**src/rtl/speccfa_expand.sv**
```systemverilog
// rtl/speccfa_expand.sv - CF-Log speculation marker expander
//
// Expands a compressed control-flow log into a plain src/dest entry stream.
// Plain words pass straight through the single output register. A marker word
// (upper byte == MARKER) names a block id. The block is found through a
// directory in block memory, and its header is checked against that id. The
// block entries are then streamed out one per two cycles.
//
// Optional feature macro: SPECCFA_EXPAND_REPEAT_EN
//   defined   - the word after a marker is a repeat count R (0 acts as 1), and
//               the block is emitted R times without re-reading dir/header.
//   undefined - each marker emits its block exactly once.
//
// Ports:
//   clk, reset            clock, synchronous active-high reset
//   in_valid/in_data/in_ready     compressed word input handshake
//   out_valid/out_data/out_ready  expanded word output handshake
//   mem_rd/mem_addr/mem_data      block memory read port (1-cycle latency)
//   busy                  high whenever the expander is not idle
//   err                   sticky header/length error, cleared only by reset

module speccfa_expand #(
   parameter logic [15:0] DIR_BASE = 16'h0000,
   parameter logic [7:0]  MARKER   = 8'hFF
) (
   input  logic        clk,
   input  logic        reset,
   input  logic        in_valid,
   input  logic [15:0] in_data,
   output logic        in_ready,
   output logic        out_valid,
   output logic [15:0] out_data,
   input  logic        out_ready,
   output logic        mem_rd,
   output logic [15:0] mem_addr,
   input  logic [15:0] mem_data,
   output logic        busy,
   output logic        err
);

   typedef enum logic [2:0] {
      IDLE,
`ifdef SPECCFA_EXPAND_REPEAT_EN
      CNT,
`endif
      DIR,
      DIRW,
      HDRW,
      RD,
      LOAD,
      ERR
   } state_t;

   state_t      state;
   state_t      state_nxt;
   logic [7:0]  id;
   logic [15:0] base;
   logic [15:0] ptr;
   logic [7:0]  remaining;
`ifdef SPECCFA_EXPAND_REPEAT_EN
   logic [7:0]  len;
   logic [15:0] rep;      // passes still to run after the current one
`endif

   logic is_marker;
   logic last_word;
   logic more_passes;

   assign is_marker = (in_data[15:8] == MARKER);
   assign last_word = (remaining == 8'd1);
   assign busy      = (state != IDLE);
   assign err       = (state == ERR);

`ifdef SPECCFA_EXPAND_REPEAT_EN
   assign more_passes = (rep != 16'd0);
`else
   assign more_passes = 1'b0;
`endif

   always_comb begin
      state_nxt = state;
      in_ready  = 1'b0;
      mem_rd    = 1'b0;
      mem_addr  = 16'h0000;
      case (state)
         IDLE: begin
            in_ready = !out_valid || out_ready;
            if (in_valid && in_ready && is_marker) begin
`ifdef SPECCFA_EXPAND_REPEAT_EN
               state_nxt = CNT;
`else
               state_nxt = DIR;
`endif
            end
         end
`ifdef SPECCFA_EXPAND_REPEAT_EN
         CNT: begin
            in_ready = 1'b1;
            if (in_valid) state_nxt = DIR;
         end
`endif
         DIR: begin
            mem_rd    = 1'b1;
            mem_addr  = DIR_BASE + {8'h00, id};
            state_nxt = DIRW;
         end
         DIRW: begin
            // Directory word is on mem_data now; read the header straight away.
            mem_rd    = 1'b1;
            mem_addr  = mem_data;
            state_nxt = HDRW;
         end
         HDRW: begin
            if (mem_data[15:8] != id || mem_data[7:0] == 8'd0) state_nxt = ERR;
            else                                               state_nxt = RD;
         end
         RD: begin
            // Only fetch once the output register is guaranteed free in LOAD.
            if (!out_valid || out_ready) begin
               mem_rd    = 1'b1;
               mem_addr  = ptr;
               state_nxt = LOAD;
            end
         end
         LOAD: begin
            if (!last_word || more_passes) state_nxt = RD;
            else                           state_nxt = IDLE;
         end
         ERR:     state_nxt = ERR;
         default: state_nxt = IDLE;
      endcase
   end

   always_ff @(posedge clk) begin
      if (reset) begin
         state     <= IDLE;
         out_valid <= 1'b0;
         out_data  <= 16'h0000;
         id        <= 8'h00;
         base      <= 16'h0000;
         ptr       <= 16'h0000;
         remaining <= 8'h00;
`ifdef SPECCFA_EXPAND_REPEAT_EN
         len       <= 8'h00;
         rep       <= 16'h0000;
`endif
      end else begin
         state <= state_nxt;
         if (out_valid && out_ready) out_valid <= 1'b0;
         case (state)
            IDLE: begin
               if (in_valid && in_ready) begin
                  if (is_marker) begin
                     id <= in_data[7:0];
`ifdef SPECCFA_EXPAND_REPEAT_EN
                     rep <= 16'h0000;
`endif
                  end else begin
                     out_data  <= in_data;
                     out_valid <= 1'b1;
                  end
               end
            end
`ifdef SPECCFA_EXPAND_REPEAT_EN
            CNT: begin
               if (in_valid) rep <= (in_data == 16'd0) ? 16'd0 : in_data - 16'd1;
            end
`endif
            DIRW: base <= mem_data;
            HDRW: begin
               ptr       <= base + 16'd1;
               remaining <= mem_data[7:0];
`ifdef SPECCFA_EXPAND_REPEAT_EN
               len       <= mem_data[7:0];
`endif
            end
            LOAD: begin
               out_data  <= mem_data;
               out_valid <= 1'b1;
               if (!last_word) begin
                  ptr       <= ptr + 16'd1;
                  remaining <= remaining - 8'd1;
               end
`ifdef SPECCFA_EXPAND_REPEAT_EN
               else if (rep != 16'd0) begin
                  ptr       <= base + 16'd1;
                  remaining <= len;
                  rep       <= rep - 16'd1;
               end
`endif
               else begin
                  ptr       <= ptr + 16'd1;
                  remaining <= remaining - 8'd1;
               end
            end
            default: ;
         endcase
      end
   end

endmodule

```
**config.mk**
```make
export PLATFORM = sky130hd
export DESIGN_NAME = speccfa_expand
export DESIGN_NICKNAME = d
export VERILOG_FILES = /design/src/rtl/speccfa_expand.sv
export SDC_FILE = /design/constraint.sdc
export NUM_CORES = 1
export LEC_CHECK = 0
export ABC_CLOCK_PERIOD_IN_PS = 8400
export BUFFER_PORTS_ARGS = -buffer_cell sky130_fd_sc_hd__buf_4
export CAP_MARGIN = 30
export CORE_UTILIZATION = 53
export DETAILED_ROUTE_END_ITERATION = 8
export PLACE_DENSITY = 0.73
export SKIP_CTS_REPAIR_TIMING = 1
export SLEW_MARGIN = 10
export SYNTH_ARGS = -nofsm -noshare
export SYNTH_HDL_FRONTEND = slang
export SYNTH_SLANG_ARGS = --single-unit
export TNS_END_PERCENT = 10
```
**constraint.sdc**
```tcl
create_clock -name clk -period 8.4 [get_ports clk]
set_clock_uncertainty 0.1 [all_clocks]
set_input_delay 1.26 -clock clk [delete_from_list [all_inputs] [get_ports clk]]
set_output_delay 1.26 -clock clk [all_outputs]
set_load 0.01 [all_outputs]
```
==> results of run 1 <==
-- layout make-up --
| type | count | area (sq um) |
|---|---|---|
| fillers | 620 | 2315 |
| multi-input cells | 398 | 2285 |
| flip-flops and latches | 68 | 1361 |
| repair buffers | 78 | 585.6 |
| clock buffers | 12 | 155.1 |
| well taps | 96 | 120.1 |
| inverters | 20 | 75.07 |
| clock inverters | 4 | 47.55 |
-- worst reg2reg max path, delay by kind of cell, from the launching register on --
kind,cells,cell delay (ns)
adders and majority gates,1,0.36
DFF,1,0.72
AOI/OAI and AO/OA,2,0.35
and+or+nand+nor,6,1.43
-- cells by family after synthesis --
logic type,after synthesis
flops,68
fa+ha+maj,3
compound gates,133
xor+xnor,17
buf+inv,55
simple gates,234
mux,11
-- metrics by stage --
stage	cells	utilization (%)	power, uW	area (sq um)
detailed placement	660	63.75	401.5	4427
CTS	676	66.67	676.2	4629
floorplan	521	-	365.4	3876
global placement	659	63.64	401.2	4419
finish	676	66.67	675.4	4629
global route	676	66.67	695.2	4629
-- flip-flops by register name, indices dropped and copies added, names as in the netlist --
signal and count:
id 8, state 3, ptr 16, out_valid 1, out_data 16, base 16
remaining 8
-- layer usage --
metal | vias up | track usage [%] | routed length (microns)
met5 | - | 0 | 0
met4 | 0 | 11.77 | 316
met3 | 36 | 7.014 | 1116
met2 | 220 | 54.97 | 5910
met1 | 2021 | 42.02 | 4997
li1 | 1997 | - | -
-- synth_stat cells (all sizes together), types with 2 or more instances --
cell	count
dfxtp	68
ha	3
xnor2	6
a311oi	17
nor4	13
nor2	47
a21oi	41
or2	2
xor2	11
mux2i	10
a222oi	9
buf	19
clkbuf	16
a31o	2
or3	3
nor3	9
o211ai	2
nand3	18
inv	20
nand4	11
and3	7
o31ai	4
and2	4
a31oi	9
a211o	2
a221oi	2
a22oi	4
a21o	2
nand2	109
or4	2
a211oi	4
o22ai	4
nand3b	3
o21ai	20
nor2b	2
-- cell usage in the layout, fill, tap and decap left out, types with 3 or more instances in the layout --
cell type  count
a211oi_1       4
a21oi_1       40
a222oi_1       9
a22oi_1        4
a311oi_1      17
a31oi_1        9
and2_1         4
and3_1         7
buf_4         78
clkbuf_8      11
dfxtp_1       68
ha_1           3
inv_1         19
mux2i_1       10
nand2_1      109
nand3_1       17
nand4_1       10
nor2_1        47
nor3_1         9
nor4_1        12
o21ai_0       20
o22ai_1        4
o31ai_1        4
or3_1          3
xnor2_1        6
xor2_1        11
-- where the power goes --
group,internal [uW],switching (uW)
combinational,27.9,33.6
clock,153,128
sequential,329,3.95
-- worst min-delay path by stage --
stage / end / slack [ns] / cells after the start
floorplan: base[15]$_SDFFE_PP0N_ / 0.33 / 2
global placement: base[15]$_SDFFE_PP0N_ / 0.34 / 2
detailed placement: base[15]$_SDFFE_PP0N_ / 0.34 / 2
CTS: base[15]$_SDFFE_PP0N_ / 0.35 / 2
global route: base[15]$_SDFFE_PP0N_ / 0.38 / 2
finish: base[15]$_SDFFE_PP0N_ / 0.35 / 2
==> results.ini, run 1 <==
[grt]
track_usage_pct=32.93
grt_start_max_net_pins=65
overflow=0
grt_pass1_wl_microns=19290
antenna_found_initial=0
grt_pass1_vias=3844

[place]
place_congestion=0.8628
hpwl_microns=8464
place_ws_ns=4.521
port_buffers=72

[power_and_ir_drop]
p_leak_uw=0.001886
vdd_drop_max_mv=0.09308
powerDensity_nw_per_um2=145.9

[flow_run]
cap_violations=0

[yosys]
avgSynthCellArea_sq_um=7.440
yosys_warnings=0
syn-num-nets=560
synth_xor_xnor_area_share_pct=3.841
synth_top_area_cell=dfxtp_1
yosysSeqAreaShare_pct=35.12
synthMuxAreaShare_pct=2.873
ys.flop_type=dfxtp_1
ys_ff_latch=68
synth_simple_gate_area_share_pct=27.95
synth_area_sq_um=3876
synthTopCellsByArea=dfxtp_1 35%, nand2_1 11%, a21oi_1 5.2%
synth_top_area_share_pct=35.12
synth_cell_type_count=59
synth_edf_count=0
async_flop_share_pct=0
syn_inst=521
synth_top_family_by_area=simple AND/OR/NAND/NOR gates
synth_compound_area_share_pct=23.31
synth-adder-area-share_pct=0.9684

[timing]
final.min_clock_period_ns=3.920
setup_violations=0
final_max_slew_viol_count=0
rsz0062_at_grt=false
finalHoldWorstSlack_ns=0.3547
slew_headroom_pct=52.73
tightest_slew_ns=0.7091
hold_viol_final=0
worst_slack_ns=4.480
tns_ns=0
period_share_pct=46.67
fmax_ghz=0.2551

[clock_tree]
ctsLongestPathBuffers=2
cts-buffers-inserted=9
clk_pin_slew_ns=0.07
clockRootBuffer=clkbuf_8
cts.htree.levels=3
clkLatencyLatePin_ns=0.34
cts_tree=done
cts_sinks=68

[setup_path]
cpPeakStageDelay_ns=0.34
crit_fanout=14
crit_family=buffers and inverters
startpoint=out_ready
crit_type=in2out
cp_common_cell=buf_4
crit_arrival_ns=2.56
end_kind=output port
worstPathCellList=buf_4 > nand2b_1 > nand2_1 > nor2_1 > buf_4 > a222oi_1 > inv_1 > buf_4
rrSetupSlack_ns=5.36
worst_setup_path_start_kind=primary input
cp.depth=8
crit_slowest_cell=a222oi_1
r2r_end=ptr[12]$_SDFFE_PP0P_
endpoint=mem_addr[7]
r2r-start=state[2]$_SDFFE_PP0P_
worstRegToRegCells=9
critPathBufInv=4
worstPathRequired_ns=7.04

[finish]
syn_to_final_growth_pct=19.43
n_antenna_cell=0
drive_gt1_share_pct=18.10
nNetsFinal=614

[routing]
viasPerCell=6.322
wire_per_inst_microns=18.25
firstDrtPassIters=7
drc=0
drtIter0Drc=405
drt-total-wl_microns=12340
drtAntennaViolNets=0
via_count=4274

[floorplan]
io_pins=73
start_util_pct=55.82
dieArea_sq_um=7660
fp.dieW_microns=87.52
die_h_microns=87.52
core-area_sq_um=6944
rows=30

[min_path]
hold_path.class=reg2reg
min-delay-start=base[15]$_SDFFE_PP0N_

[outcome]
status=finished clean

(Power assumes the default switching activity.)
==> run 2: changes to the inputs <==
--- a/config.mk
+++ b/config.mk
@@ -5,12 +5,12 @@
 export SDC_FILE = /design/constraint.sdc
 export NUM_CORES = 1
 export LEC_CHECK = 0
-export ABC_CLOCK_PERIOD_IN_PS = 8400
+export ABC_CLOCK_PERIOD_IN_PS = 3300
 export BUFFER_PORTS_ARGS = -buffer_cell sky130_fd_sc_hd__buf_4
 export CAP_MARGIN = 30
-export CORE_UTILIZATION = 53
+export CORE_UTILIZATION = 50
 export DETAILED_ROUTE_END_ITERATION = 8
-export PLACE_DENSITY = 0.73
+export PLACE_DENSITY = 0.72
 export SKIP_CTS_REPAIR_TIMING = 1
 export SLEW_MARGIN = 10
 export SYNTH_ARGS = -nofsm -noshare
==> constraint.sdc (replaced) <==
create_clock -name clk -period 3.3 [get_ports clk]
set_clock_uncertainty 0.1 [all_clocks]
set_input_delay 0.495 -clock clk [delete_from_list [all_inputs] [get_ports clk]]
set_output_delay 0.495 -clock clk [all_outputs]
set_load 0.01 [all_outputs]
==> run 2 against run 1 <==
Compared with the run above:
- sequential cell count is the same
- critical endpoint is now mem_addr[0]
- routed wire length grew 1.4%
- global-route usage shrank 1.5 points
- core utilization shrank 3.2 points
- combinational power grew to 2.5 times the previous value
- total power grew to 2.6 times the previous value
- highest routed layer unchanged
- critical path depth shrank 3
- via count shrank 0.98%
- first-iteration DRC count grew 11%
- sequential share of layout area shrank 0.31 points
==> results.ini, run 2 (synthesis results as in run 1) <==
[finish]
n_antenna_cell=0
drive_gt1_share_pct=18.97
regArea_sq_um=1361
nNetsFinal=619
reg_top3=base (16), out_data (16), ptr (16)
final_common_cell=nand2_1
fill_cells=690
stdcell_area_sq_um=4678
multi_input_area_sq_um=2285
syn_to_final_growth_pct=20.69
final_cell_mix=109 x nand2_1, 83 x buf_4, 68 x dfxtp_1

[place]
port_buffers=72
place_ws_ns=0.5697
hpwl_microns=8865
place_congestion=0.8852
dpl_cell_area_sq_um=4468

[outcome]
status=finished clean

[grt]
antenna_found_initial=0
overflow=0
grt_start_max_net_pins=43
grt_pass1_vias=3874
track_usage_pct=31.45
grt_pass1_wl_microns=20220

[power_and_ir_drop]
powerDensity_nw_per_um2=372.1
p_seq_share_pct=48.7
pwr-share-clk_pct=42.4
vdd_drop_max_mv=0.2673
switching_share_pct=25.23
p_leak_uw=0.001910
power.internal_uw=1302
combPwrFrac_pct=8.9
p_sw_uw=439.2

[timing]
final.min_clock_period_ns=2.772
finalHoldWorstSlack_ns=0.2915
tightest_slew_ns=0.7380
worst_slack_ns=0.5281
setup_violations=0
rsz0062_at_grt=false
period_share_pct=84.00
slew_headroom_pct=50.42
fmax_ghz=0.3608
final_max_slew_viol_count=0
hold_viol_final=0
tns_ns=0

[routing]
viasPerCell=6.187
firstDrtPassIters=7
via_count=4232
drc=0
drt-total-wl_microns=12520
drtAntennaViolNets=0
wire_per_inst_microns=18.30
drtIter0Drc=451

[min_path]
min-delay-start=in_data[0]
hold_path.class=in2reg
hold_path_depth=3
min_to=id[0]$_SDFFE_PP0P_

[setup_path]
crit_arrival_ns=2.18
r2r-start=state[1]$_SDFFE_PP0P_
crit_fanout=17
worstPathRequired_ns=2.70
end_kind=output port
startpoint=state[1]$_SDFFE_PP0P_
crit_type=reg2out
r2r_end=ptr[12]$_SDFFE_PP0P_
worst_setup_path_start_kind=register
worstRegToRegCells=9
rrSetupSlack_ns=0.53

[clock_tree]
ctsLongestPathBuffers=2
cts_sinks=68
cts.htree.levels=3
cts-buffers-inserted=9
clk_pin_slew_ns=0.08
cts_tree=done
clockRootBuffer=clkbuf_8
clkLatencyLatePin_ns=0.35

[floorplan]
io_pins=73
rows=31
core-area_sq_um=7370
dieArea_sq_um=8108
die_h_microns=90.05
fp.dieW_microns=90.05
start_util_pct=52.60

[flow_run]
cap_violations=0

==> run 2: power by group through the flow <==
stage / Clock (uW) / Combinational [uW] / Sequential (uW)
after floorplan: 0 / 55.1 / 875
after global placement: 0 / 154 / 867
after detailed placement: 0 / 155 / 868
after CTS: 743 / 155 / 848
after global routing: 778 / 167 / 851
final: 737 / 156 / 848
==> run 2: worst max path at each step <==
stage,to,slack (ns)
global route,ptr[12]$_SDFFE_PP0P_,0.22
CTS,ptr[12]$_SDFFE_PP0P_,0.55
finish,mem_addr[0],0.53
detailed placement,ptr[12]$_SDFFE_PP0P_,0.57
floorplan,ptr[12]$_SDFFE_PP0P_,0.34
global placement,ptr[12]$_SDFFE_PP0P_,0.69
==> run 2: critical path, stage by stage (launching register included) <==
cell      delay, ns
dfxtp_1        0.48
or2_2          0.43
nor2_1         0.46
a222oi_1       0.24
inv_1          0.10
buf_4          0.12
==> run 2: final cells by class <==
type | instances | share of cell area, %
Multi-Input combinational cell | 398 | 48.84
Inverter | 20 | 1.605
Tap cell | 99 | 2.648
Timing Repair Buffer | 83 | 13.32
Clock buffer | 11 | 3.236
Sequential cell | 68 | 29.10
Clock inverter | 5 | 1.257
==> run 2: layer usage <==
layer / share of wire [%] / global-route usage, % / wire, microns
met1: 42 / 41.23 / 5200
met2: 47 / 50.25 / 5932
met3: 8.3 / 6.514 / 1033
met4: 2.8 / 12.77 / 349
met5: 0 / 0 / 0
==> run 2: per-stage QoR <==
step	total power, uW	std cells	utilization (%)
after floorplan	930.0	521	-
after global placement	1021	668	60.63
after detailed placement	1023	668	60.63
after CTS	1747	684	63.48
after global routing	1796	684	63.48
final	1741	684	63.48
